## config.mk

```make
export PLATFORM = sky130hd
export DESIGN_NAME = ahb_apb_fsm_ctrl
export DESIGN_NICKNAME = d
export VERILOG_FILES = /design/src/rtl/ahb_apb_fsm_ctrl.sv
export SDC_FILE = /design/constraint.sdc
export NUM_CORES = 1
export LEC_CHECK = 0
export ABC_CLOCK_PERIOD_IN_PS = 3300
export CAP_MARGIN = 5
export CORE_MARGIN = 2
export CORE_UTILIZATION = 33
export DETAILED_ROUTE_END_ITERATION = 10
export PLACE_DENSITY = 0.68
export SLEW_MARGIN = 20
export SYNTH_ARGS = -nofsm -noshare
export SYNTH_HDL_FRONTEND = slang
export SYNTH_SLANG_ARGS = --single-unit
```

## constraint.sdc

```tcl
create_clock -name hclk -period 3.3 [get_ports hclk]
set_clock_uncertainty 0.05 [all_clocks]
set_input_delay 0.495 -clock hclk [delete_from_list [all_inputs] [get_ports hclk]]
set_output_delay 0.495 -clock hclk [all_outputs]
set_load 0.02 [all_outputs]
```

## src/rtl/ahb_apb_fsm_ctrl.sv

```systemverilog
// ---------------------------------------------------------------------------
// ahb_apb_fsm_ctrl
//
// Purpose:
//   Sequencing controller for the AHB-to-APB bridge. Takes the decoded AHB
//   transfer from the bridge slave interface and runs the APB SETUP/ACCESS
//   handshake. It generates the AHB wait-state signal hreadyout. Writes are
//   posted: the AHB data phase finishes before the APB access starts. One
//   pipelined AHB transfer that arrives while a posted write is being
//   accepted is held in a one-entry pending buffer.
//
// Ports:
//   hclk       bridge clock
//   hresetn    asynchronous active-low reset
//   valid      decoded AHB transfer present in its address phase
//   haddr      AHB address (address phase)
//   hwrite     AHB direction, 1 = write (address phase)
//   temp_sel   one-hot peripheral select decoded from haddr
//   hwdata     AHB write data (data phase)
//   pready     APB completer ready
//   hreadyout  AHB ready to master, 0 = wait state
//   psel       APB one-hot select (registered)
//   penable    APB enable (registered)
//   pwrite     APB direction (registered)
//   paddr      APB address (registered)
//   pwdata     APB write data (registered)
// ---------------------------------------------------------------------------
module ahb_apb_fsm_ctrl #(
   parameter int NSLV   = 3,
   parameter int ADDR_W = 32,
   parameter int DATA_W = 32
) (
   input  logic              hclk,
   input  logic              hresetn,
   input  logic              valid,
   input  logic [ADDR_W-1:0] haddr,
   input  logic              hwrite,
   input  logic [NSLV-1:0]   temp_sel,
   input  logic [DATA_W-1:0] hwdata,
   input  logic              pready,
   output logic              hreadyout,
   output logic [NSLV-1:0]   psel,
   output logic              penable,
   output logic              pwrite,
   output logic [ADDR_W-1:0] paddr,
   output logic [DATA_W-1:0] pwdata
);

   localparam logic [1:0] ST_IDLE   = 2'd0;
   localparam logic [1:0] ST_WWAIT  = 2'd1;
   localparam logic [1:0] ST_SETUP  = 2'd2;
   localparam logic [1:0] ST_ACCESS = 2'd3;

   logic [1:0]        state;
   logic [ADDR_W-1:0] cur_addr;
   logic [NSLV-1:0]   cur_sel;
   logic              pend_vld;
   logic [ADDR_W-1:0] pend_addr;
   logic              pend_write;
   logic [NSLV-1:0]   pend_sel;
   logic              accept;

   // Wait-state generation. The bridge is ready in IDLE and in the posted
   // write data cycle. It stalls the master during SETUP. In ACCESS it stays
   // ready only for a read that completes this cycle, because the read data
   // is passed through combinationally. A completing write keeps hreadyout
   // low, so no new transfer is taken while the pending slot may still be
   // occupied.
   always_comb begin
      hreadyout = 1'b1;
      case (state)
         ST_IDLE:   hreadyout = 1'b1;
         ST_WWAIT:  hreadyout = 1'b1;
         ST_SETUP:  hreadyout = 1'b0;
         ST_ACCESS: hreadyout = pready & ~pwrite;
         default:   hreadyout = 1'b1;
      endcase
   end

   assign accept = valid & hreadyout;

   // Main sequencer. All APB outputs are registered here. paddr, pwrite
   // and pwdata are loaded only when a transfer enters SETUP, and they keep
   // their last values afterwards. psel and penable drop as soon as the bus
   // goes quiet. cur_* holds the address/select of a posted write while its
   // data phase completes in WWAIT. pend_* holds a transfer the master
   // pipelined during that WWAIT cycle. That transfer is consumed when the
   // write finishes on APB.
   always_ff @(posedge hclk or negedge hresetn) begin
      if (!hresetn) begin
         state      <= ST_IDLE;
         psel       <= '0;
         penable    <= 1'b0;
         pwrite     <= 1'b0;
         paddr      <= '0;
         pwdata     <= '0;
         cur_addr   <= '0;
         cur_sel    <= '0;
         pend_vld   <= 1'b0;
         pend_addr  <= '0;
         pend_write <= 1'b0;
         pend_sel   <= '0;
      end else begin
         case (state)
            ST_IDLE: begin
               if (accept && !hwrite) begin
                  state   <= ST_SETUP;
                  paddr   <= haddr;
                  pwrite  <= 1'b0;
                  psel    <= temp_sel;
                  penable <= 1'b0;
               end else if (accept && hwrite) begin
                  state    <= ST_WWAIT;
                  cur_addr <= haddr;
                  cur_sel  <= temp_sel;
               end
            end

            ST_WWAIT: begin
               state   <= ST_SETUP;
               paddr   <= cur_addr;
               pwrite  <= 1'b1;
               psel    <= cur_sel;
               pwdata  <= hwdata;
               penable <= 1'b0;
               if (accept) begin
                  pend_vld   <= 1'b1;
                  pend_addr  <= haddr;
                  pend_write <= hwrite;
                  pend_sel   <= temp_sel;
               end
            end

            ST_SETUP: begin
               state   <= ST_ACCESS;
               penable <= 1'b1;
            end

            ST_ACCESS: begin
               if (pready) begin
                  if (!pwrite) begin
                     if (accept && !hwrite) begin
                        state   <= ST_SETUP;
                        paddr   <= haddr;
                        pwrite  <= 1'b0;
                        psel    <= temp_sel;
                        penable <= 1'b0;
                     end else if (accept && hwrite) begin
                        state    <= ST_WWAIT;
                        cur_addr <= haddr;
                        cur_sel  <= temp_sel;
                        psel     <= '0;
                        penable  <= 1'b0;
                     end else begin
                        state   <= ST_IDLE;
                        psel    <= '0;
                        penable <= 1'b0;
                     end
                  end else begin
                     if (pend_vld && !pend_write) begin
                        state    <= ST_SETUP;
                        paddr    <= pend_addr;
                        pwrite   <= 1'b0;
                        psel     <= pend_sel;
                        penable  <= 1'b0;
                        pend_vld <= 1'b0;
                     end else if (pend_vld && pend_write) begin
                        state    <= ST_WWAIT;
                        cur_addr <= pend_addr;
                        cur_sel  <= pend_sel;
                        psel     <= '0;
                        penable  <= 1'b0;
                        pend_vld <= 1'b0;
                     end else begin
                        state   <= ST_IDLE;
                        psel    <= '0;
                        penable <= 1'b0;
                     end
                  end
               end
            end

            default: begin
               state   <= ST_IDLE;
               psel    <= '0;
               penable <= 1'b0;
            end
         endcase
      end
   end

endmodule

```

# Word-level counts from Yosys, hierarchy flattened
# Index checks and enable logic that the tools add are counted.
# word_totals
output_inout_bits	70
ff_bits	143
inputBits	72
word_cells	93
# op_classes
n_mux	48
reduce_logical	18
eq_ne	12
n_bitwise	3
# ops
operator	count
$mux W32	10
$pmux W32 S3	1
$pmux W32 S2	1
$mux W3	11
$ne A3 B3 Y1 const B	5
$mux W1	12
$mux W2	6
$pmux W3 S3	1
$ne A2 B2 Y1 const B	4
$pmux W2 S4	1
$pmux W1 S3	2
$pmux W3 S2	1
$reduce_and A2 Y1	3
$reduce_and A3 Y1	2
$reduce_and A5 Y1	1
$eq A2 B2 Y1 const B	2
$logic_and A1 B1 Y1	4
$pmux W1 S4	1
$reduce_and A4 Y1	1
$reduce_bool A2 Y1	2
$reduce_bool A3 Y1	1
$and A1 B1 Y1	2
$eq A2 B1 Y1 const B	1
$logic_not A1 Y1	2
4 further kinds	4

# Longest topological paths before layout
# Gate-level depths: netlist (run 1).
# logic_depth
depth_word	10
ltp_mapped	7
depth_no_buf	4

# Worst setup path after synthesis (run 1)
# Ideal clock, no wire load.
# synth_timing
path_type	register to output
from	reg pwrite
to	out hreadyout
n_path_buf	2
t_required_ns	2.755
stages_incl_launch_ff	4
arrival_ns	1.319
setup_slack_ns	1.436
path_cell_list	dfrtp_1 -> buf_4 -> clkbuf_1 -> o21ai_0
# synth_between
elab_chain_cells	3
# synth_lines
element	line_no	source
start: declaration	44	output logic pwrite,
start signal: assignment	94	pwrite <= 1'b0;
start signal: assignment	109	pwrite <= 1'b0;
start signal: assignment	122	pwrite <= 1'b1;
$not A1 Y1	75	ST_ACCESS: hreadyout = pready & ~pwrite;
$and A1 B1 Y1	75	
$pmux W1 S3	71	case (state)
end: declaration	41	output logic hreadyout,
# No other way between the ends.

# Worst setup path after layout (run 1)
# layout_timing
from	reg state[0]
to	out hreadyout
# layout_between
elab_chain_cells	3
elab_cells_between_ends	6
cone_classes	3 x eq/ne; 1 x mux; 2 x reduce/logical
# layout_lines
element	line_no	source
start: declaration	54	logic [1:0] state;
start signal: assignment	91	state <= ST_IDLE;
start signal: assignment	107	state <= ST_SETUP;
start signal: assignment	113	state <= ST_WWAIT;
$eq A2 B1 Y1 / $logic_not A2 Y1 (equally long branches)	71	
$reduce_or A2 Y1 (no source line)	--	
$pmux W1 S3 *	71	
# Every way passes the cells marked *; elsewhere a longest branch is shown, timed or not.

==> summary.md, run 1 <==
| Metric | Value |
|---|---|
| IR drop worst, VDD | 0.000454 V |
| Post-CTS Setup Inserts | 0 |
| Area of the mapped netlist | 6560 sq um |
| Core footprint | 19500 sq um |
| Die width | 145 um |
| Initial core utilization | 33.7% |
| Critical path depth | 3 |
| Clock edge transition at the registers on the reported setup and hold paths | 60 ps |
| Area share of the largest cell type after synthesis | 54.5% |
| Maximum clock insertion buffer count | 2 |
| Gate power share | 48.0% |
| Worst reg-to-reg path cell count | 5 |
| Vias in the first global route | 5320 |
| Yosys cell types | 43 |
| Post-route core utilization | 45.3% |
| Number of placement rows | 51 |
| Wire length of the first global-routing pass | 28300 um |
| Proportion of total power due to net switching | 39.0% |
| Placed cell count | 931 |
| Total clock buffers created by CTS | 17 |
| Fraction of layout cells with a size suffix above 1 | 16.9% |
| P_sw | 3.97 mW |
| Number of standard cells in the final layout excluding fillers | 963 |
| Setup repair after global routing missed its margin | no |
| CP bufs+invs | 1 |
| Drc violations | 0 |
| Post-layout min period | 2700 ps |
| Critical-path top delay cell | dfrtp_2 |
| Maximum frequency from static timing analysis | 0.371 GHz |
| Clock Latency Late Sink | 420 ps |
| Maximum number of pins on one net before global-route repair | 61 |
| Cell area power density | 1160 nW/um^2 |
| Number of hold violations in the final report | 0 |
| Placer Congestion | 0.726 |
| Deepest level of the CTS H-tree | 4 |
| Category of the most critical setup path | reg2out |
| Avg Cell Area, Syn | 11.8 sq um |
| Routed wire per std cell | 17.9 um |
| CTS tree | done |
| Final std cell area, no fill | 8820 sq um |
| Type of element capturing the critical path | output port |
| Die height | 145 um |
| DRT Pass-1 Iters | 4 |
| Cells along the critical path | nand2_1, o21ai_0, clkdlybuf4s50_1 |
| Total internal power | 6.22 mW |
| Capture point of the critical path | hreadyout |
| Final setup violation count | 0 |
| Top library cells by usage in the layout, fill and taps aside | dfrtp_1, clkdlybuf4s50_1, nand2_1 |
| Synth Flop Type | dfrtp_1 |
| Outcome | complete, no violations |
| Vias per cell | 5.22 |
| Antenna Diode Count | 0 |
| Vias after detailed routing | 5025 |
| Iteration-0 DRC Markers | 266 |
| Number of synthesized flops with an enable pin | 0 |
| Top-Level Pins | 142 |
| Setup TNS | 0 ps |
| Initial antenna violation count | 0 |
| Clock tree root buffer cell | clkbuf_16 |
| Layout area overhead | 34.3% |
| GRT Overall Usage | 16.7% |
| Total of hold buffers inserted after clock tree synthesis | 0 |
| Leakage power of the design | 3.72 nW |
| # Max-Cap Violations | 0 |
| Worst stage delay on the critical path | 700 ps |
| Sequential area share after synthesis | 54.5% |
| Total overflow reported by the global router | 0 |
| Final-stage net count | 757 |
| Startpoint of the lowest-slack register-to-register path | state[0] |
| Routed Wire Length | 17200 um |
| HPWL reported at the end of detailed placement | 10600 um |
| Quantity of gates resized following cts | 0 |
| Filler cell count in the final layout | 1787 |
| Most common cell after layout, fill and taps aside | dfrtp_1 |
| Standard cell area after detailed placement | 8210 sq um |
| Cell types occupying the most area after synthesis | dfrtp_1, a2bb2oi_2, nand2_1, mux2_2, a22o_1 |
| Worst-Margin Slew | 1020 ps |
| FFs w/ async S/R, synth | 100% |
| Relative slew slack | 31.5% |
| Crit-path leading delay family | flip-flops |
| Largest fanout on the critical path | 29 |
| Worst reg-to-reg setup slack | 960 ps |
| Worst hold slack | 8.17 ps |
| Data required time of the critical path | 2750 ps |
| Worst EP arrival | 2150 ps |
| Cell type with the largest total area after synthesis | dfrtp_1 |
| Timing startpoint of the critical path | state[0] |
| Die Outline Area | 21000 sq um |
| Classification of the worst-slack hold path | in2async |
| Clk network pwr share | 19.5% |
| FF-to-FF End | cur_addr[15] |
| Detail Route Antenna Nets | 0 |
| Share of total power in sequential cells | 32.4% |
| Syn Nets | 630 |
| Final worst-path cycle share | 81.7% |
| Number of warnings printed during yosys synthesis | 0 |
| Count of mapped cells out of synthesis | 558 |
| Number of clock sinks seen by CTS | 143 |
| Count of buffers from port buffering | 141 |
| Final-report max-slew violation count | 0 |
| Number of register bits inferred by synthesis | 143 |
| Crit start category | register |
[cell type report]
class	count	area, sq um	area share, %
inverters	4	15.0	0.170
repair buffers	155	1560	17.6
clock buffers	20	447	5.07
multi-input cells	364	2730	31.0
well taps	265	332	3.76
flip-flops and latches	143	3580	40.6
clock inverters	12	159	1.80
[per-layer routing]
metal	global-route usage, %	wire length (um)	part of all wire, %	up-vias
li1	-	-	-	2337
met1	21.3	7700	45	2515
met2	27.1	8210	48	148
met3	5.44	1080	6.3	25
met4	4.80	239	1.4	0
met5	0	0	0	-
[flip-flops by register name, indices dropped and copies added (netlist names), 2 cells and up]
register,count
cur_addr,32
cur_sel,3
paddr,32
pend_addr,32
pend_sel,3
psel,3
pwdata,32
state,2
[worst register-to-register path, stage by stage (launching register included)]
cell and delay, ps:
dfrtp_2 700, buf_4 440, nand3_4 290, buf_4 360, o22ai_1 180, o2bb2a_1 220
[worst min path at each step]
stage	from	endpoint	slack, ps	cells after the start
final	hresetn	pend_addr[28]	8	1
after global routing	hresetn	paddr[25]	50	1
after CTS	hresetn	paddr[16]	6	1
after detailed placement	pwdata[1]	pwdata[1]	410	2
after global placement	pwdata[1]	pwdata[1]	410	2
after floorplan	hresetn	cur_addr[0]	150	0
[synth_stat cells (3+ instances only)]
library cell,number
dfrtp_1,143
nand2_1,104
o22ai_1,35
a22o_1,32
a22oi_1,32
o2bb2ai_1,32
a2bb2oi_2,30
mux2_2,30
clkbuf_1,18
buf_2,16
nor2_1,7
buf_6,6
mux2_1,6
o21ai_0,6
a21oi_1,5
buf_4,5
a2bb2oi_1,4
a31oi_1,4
nand3_1,4
nor2b_1,4
a221oi_1,3
nand2b_1,3
nor3_1,3
[power groups by stage]
stage | logic [mW] | registers, mW | clock network [mW]
floorplan | 2.96 | 3.61 | 0
global placement | 4.86 | 3.30 | 0
detailed placement | 4.95 | 3.31 | 0
CTS | 4.95 | 3.31 | 2.03
global route | 5.30 | 3.43 | 2.10
finish | 4.90 | 3.31 | 1.99
[metrics by stage]
stage,total power [mW],setup slack (ps)
after global routing,10.8,454
final,10.2,603
after detailed placement,8.26,701
after CTS,10.3,577
after floorplan,6.57,1440
after global placement,8.17,757
[kinds of logic (layout without fill, tap and decap cells)]
group,Yosys count,after routing,share of synthesized area [%]
compound gates,195,195,26.4
buf+inv,51,191,4.19
flops,143,143,54.5
mux,36,36,6.18
simple gates,133,133,8.67
Note: power is estimated with default switching activity, not from simulation.
==> run 2: changes to the inputs <==
--- a/config.mk
+++ b/config.mk
@@ -5,7 +5,7 @@
 export SDC_FILE = /design/constraint.sdc
 export NUM_CORES = 1
 export LEC_CHECK = 0
-export ABC_CLOCK_PERIOD_IN_PS = 3300
+export ABC_CLOCK_PERIOD_IN_PS = 2600
 export CAP_MARGIN = 5
 export CORE_MARGIN = 2
 export CORE_UTILIZATION = 33
==> constraint.sdc (replaced) <==
create_clock -name hclk -period 2.6 [get_ports hclk]
set_clock_uncertainty 0.05 [all_clocks]
set_input_delay 0.39 -clock hclk [delete_from_list [all_inputs] [get_ports hclk]]
set_output_delay 0.39 -clock hclk [all_outputs]
set_load 0.02 [all_outputs]
==> run 2 against run 1 <==
Net effect: combinational power rose by 28%; critical path type unchanged; clock power rose by 25%; critical path depth fell by 1; global-route usage rose by 0.071 points; sequential share of layout area fell by 0.21 points; largest cell class unchanged.
==> summary.md, run 2 (synthesis gave the netlist of run 1 again) <==
| Metric | Value |
|---|---|
| Outcome | complete, no violations |
| Leakage power of the design | 3.73 nW |
| Worst-Margin Slew | 976 ps |
| Wire length of the first global-routing pass | 28500 um |
| Timing startpoint of the critical path | state[1] |
| Relative slew slack | 34.7% |
| CTS tree | done |
| Worst stage delay on the critical path | 800 ps |
| Initial core utilization | 33.7% |
| Top-Level Pins | 142 |
| Critical-path top delay cell | dfrtp_1 |
| Final-report max-slew violation count | 0 |
| Maximum number of pins on one net before global-route repair | 61 |
| Placed cell count | 935 |
| Routed Wire Length | 17100 um |
| Largest fanout on the critical path | 20 |
| Crit start category | register |
| Count of buffers from port buffering | 141 |
| Type of element capturing the critical path | output port |
| Vias in the first global route | 5293 |
| Category of the most critical setup path | reg2out |
| Final-stage net count | 762 |
| Clock edge transition at the registers on the reported setup and hold paths | 70 ps |
| Die Outline Area | 21000 sq um |
| Top library cells by usage in the layout, fill and taps aside | dfrtp_1, clkdlybuf4s50_1, nand2_1 |
| GRT Overall Usage | 16.7% |
| Setup repair after global routing missed its margin | no |
| IR drop worst, VDD | 0.000611 V |
| Layout area overhead | 35.0% |
| Worst reg-to-reg setup slack | 430 ps |
| Startpoint of the lowest-slack register-to-register path | state[1] |
| PnR Total Power | 12.9 mW |
| Core footprint | 19500 sq um |
| Clock Latency Late Sink | 420 ps |
| Vias after detailed routing | 4978 |
| Post-CTS Setup Inserts | 0 |
| Most common cell after layout, fill and taps aside | dfrtp_1 |
| Number of placement rows | 51 |
| Number of clock sinks seen by CTS | 143 |
| Total clock buffers created by CTS | 17 |
| Setup TNS | 0 ps |
| Maximum clock insertion buffer count | 2 |
| Cells along the critical path | o21ai_0, clkdlybuf4s50_1 |
| # Max-Cap Violations | 0 |
| Routed wire per std cell | 17.6 um |
| Final setup violation count | 0 |
| Initial antenna violation count | 1 |
| Classification of the worst-slack hold path | reg2reg |
| Cell area power density | 1460 nW/um^2 |
| Die width | 145 um |
| Post-layout min period | 2420 ps |
| Antenna Diode Count | 0 |
| Placer Congestion | 0.723 |
| DRT Pass-1 Iters | 4 |
| HPWL reported at the end of detailed placement | 10700 um |
| Startpoint of the worst hold path | pwdata[27] |
| Iteration-0 DRC Markers | 264 |
| Drc violations | 0 |
| Worst EP arrival | 1980 ps |
| Fraction of layout cells with a size suffix above 1 | 17.6% |
| Final worst-path cycle share | 93.3% |
| Maximum frequency from static timing analysis | 0.412 GHz |
| Total overflow reported by the global router | 0 |
| Number of hold violations in the final report | 0 |
| Quantity of gates resized following cts | 0 |
| Filler cell count in the final layout | 1786 |
| Vias per cell | 5.14 |
| Die height | 145 um |
| Data required time of the critical path | 2160 ps |
| Deepest level of the CTS H-tree | 4 |
| Number of standard cells in the final layout excluding fillers | 968 |
| Detail Route Antenna Nets | 0 |
| Clock tree root buffer cell | clkbuf_16 |
## run 2: changes by cell type in the layout (fill, tap and decap cells not counted), moves of 2 or more
cell	before	now
buf_4	11	14
clkbuf_1	2	0
inv_6	3	5
inv_8	0	3
## run 2: cell type report
class | instances | area [sq um] | area share (%)
clock buffers | 17 | 425 | 4.80
clock inverters | 15 | 174 | 1.96
inverters | 4 | 15.0 | 0.169
multi-input cells | 364 | 2730 | 30.8
flip-flops and latches | 143 | 3580 | 40.4
well taps | 265 | 332 | 3.74
repair buffers | 160 | 1610 | 18.1
## run 2: what timing repair did
item,CTS,global route
hold buffers,1,0
setup endpoints to repair,0,0
hold endpoints to repair,53,0
## run 2: power breakdown
part	internal (mW)	switching, mW
logic	3.03	3.24
clock network	1.45	1.03
registers	3.36	0.823
## run 2: final timing paths
check / to / cells past startpoint
max: hreadyout / 2
min: pwdata[27] / 2
max reg2reg: paddr[11] / 3
min reg2reg: pwdata[27] / 2
max in group asynchronous: paddr[31] / 3
min in group asynchronous: pend_addr[21] / 2
## run 2: per-layer routing
metal  vias to the layer above  GRT usage, %  part of all wire, %
li1                       2345             -                    -
met1                      2468          21.6                   45
met2                       147          27.5                   48
met3                        16          5.69                  6.5
met4                         2          3.42                 0.67
met5                         -             0                0.076
## run 2: stage by stage
stage / utilization, % / hold slack (ps) / setup slack (ps) / cell area (sq um)
floorplan: - / 44.4 / 841 / 6560
global placement: 42.4 / 349 / 322 / 8250
detailed placement: 42.4 / 339 / 212 / 8250
CTS: 45.5 / 419 / 143 / 8860
global route: 45.5 / 433 / 43.3 / 8860
finish: 45.5 / 428 / 175 / 8860
## run 2: critical path: cells and delay by family, from the launching register on
kind	cells	cell delay, ps
buffers and inverters	1	580
DFF	1	800
AOI/OAI and AO/OA	1	190
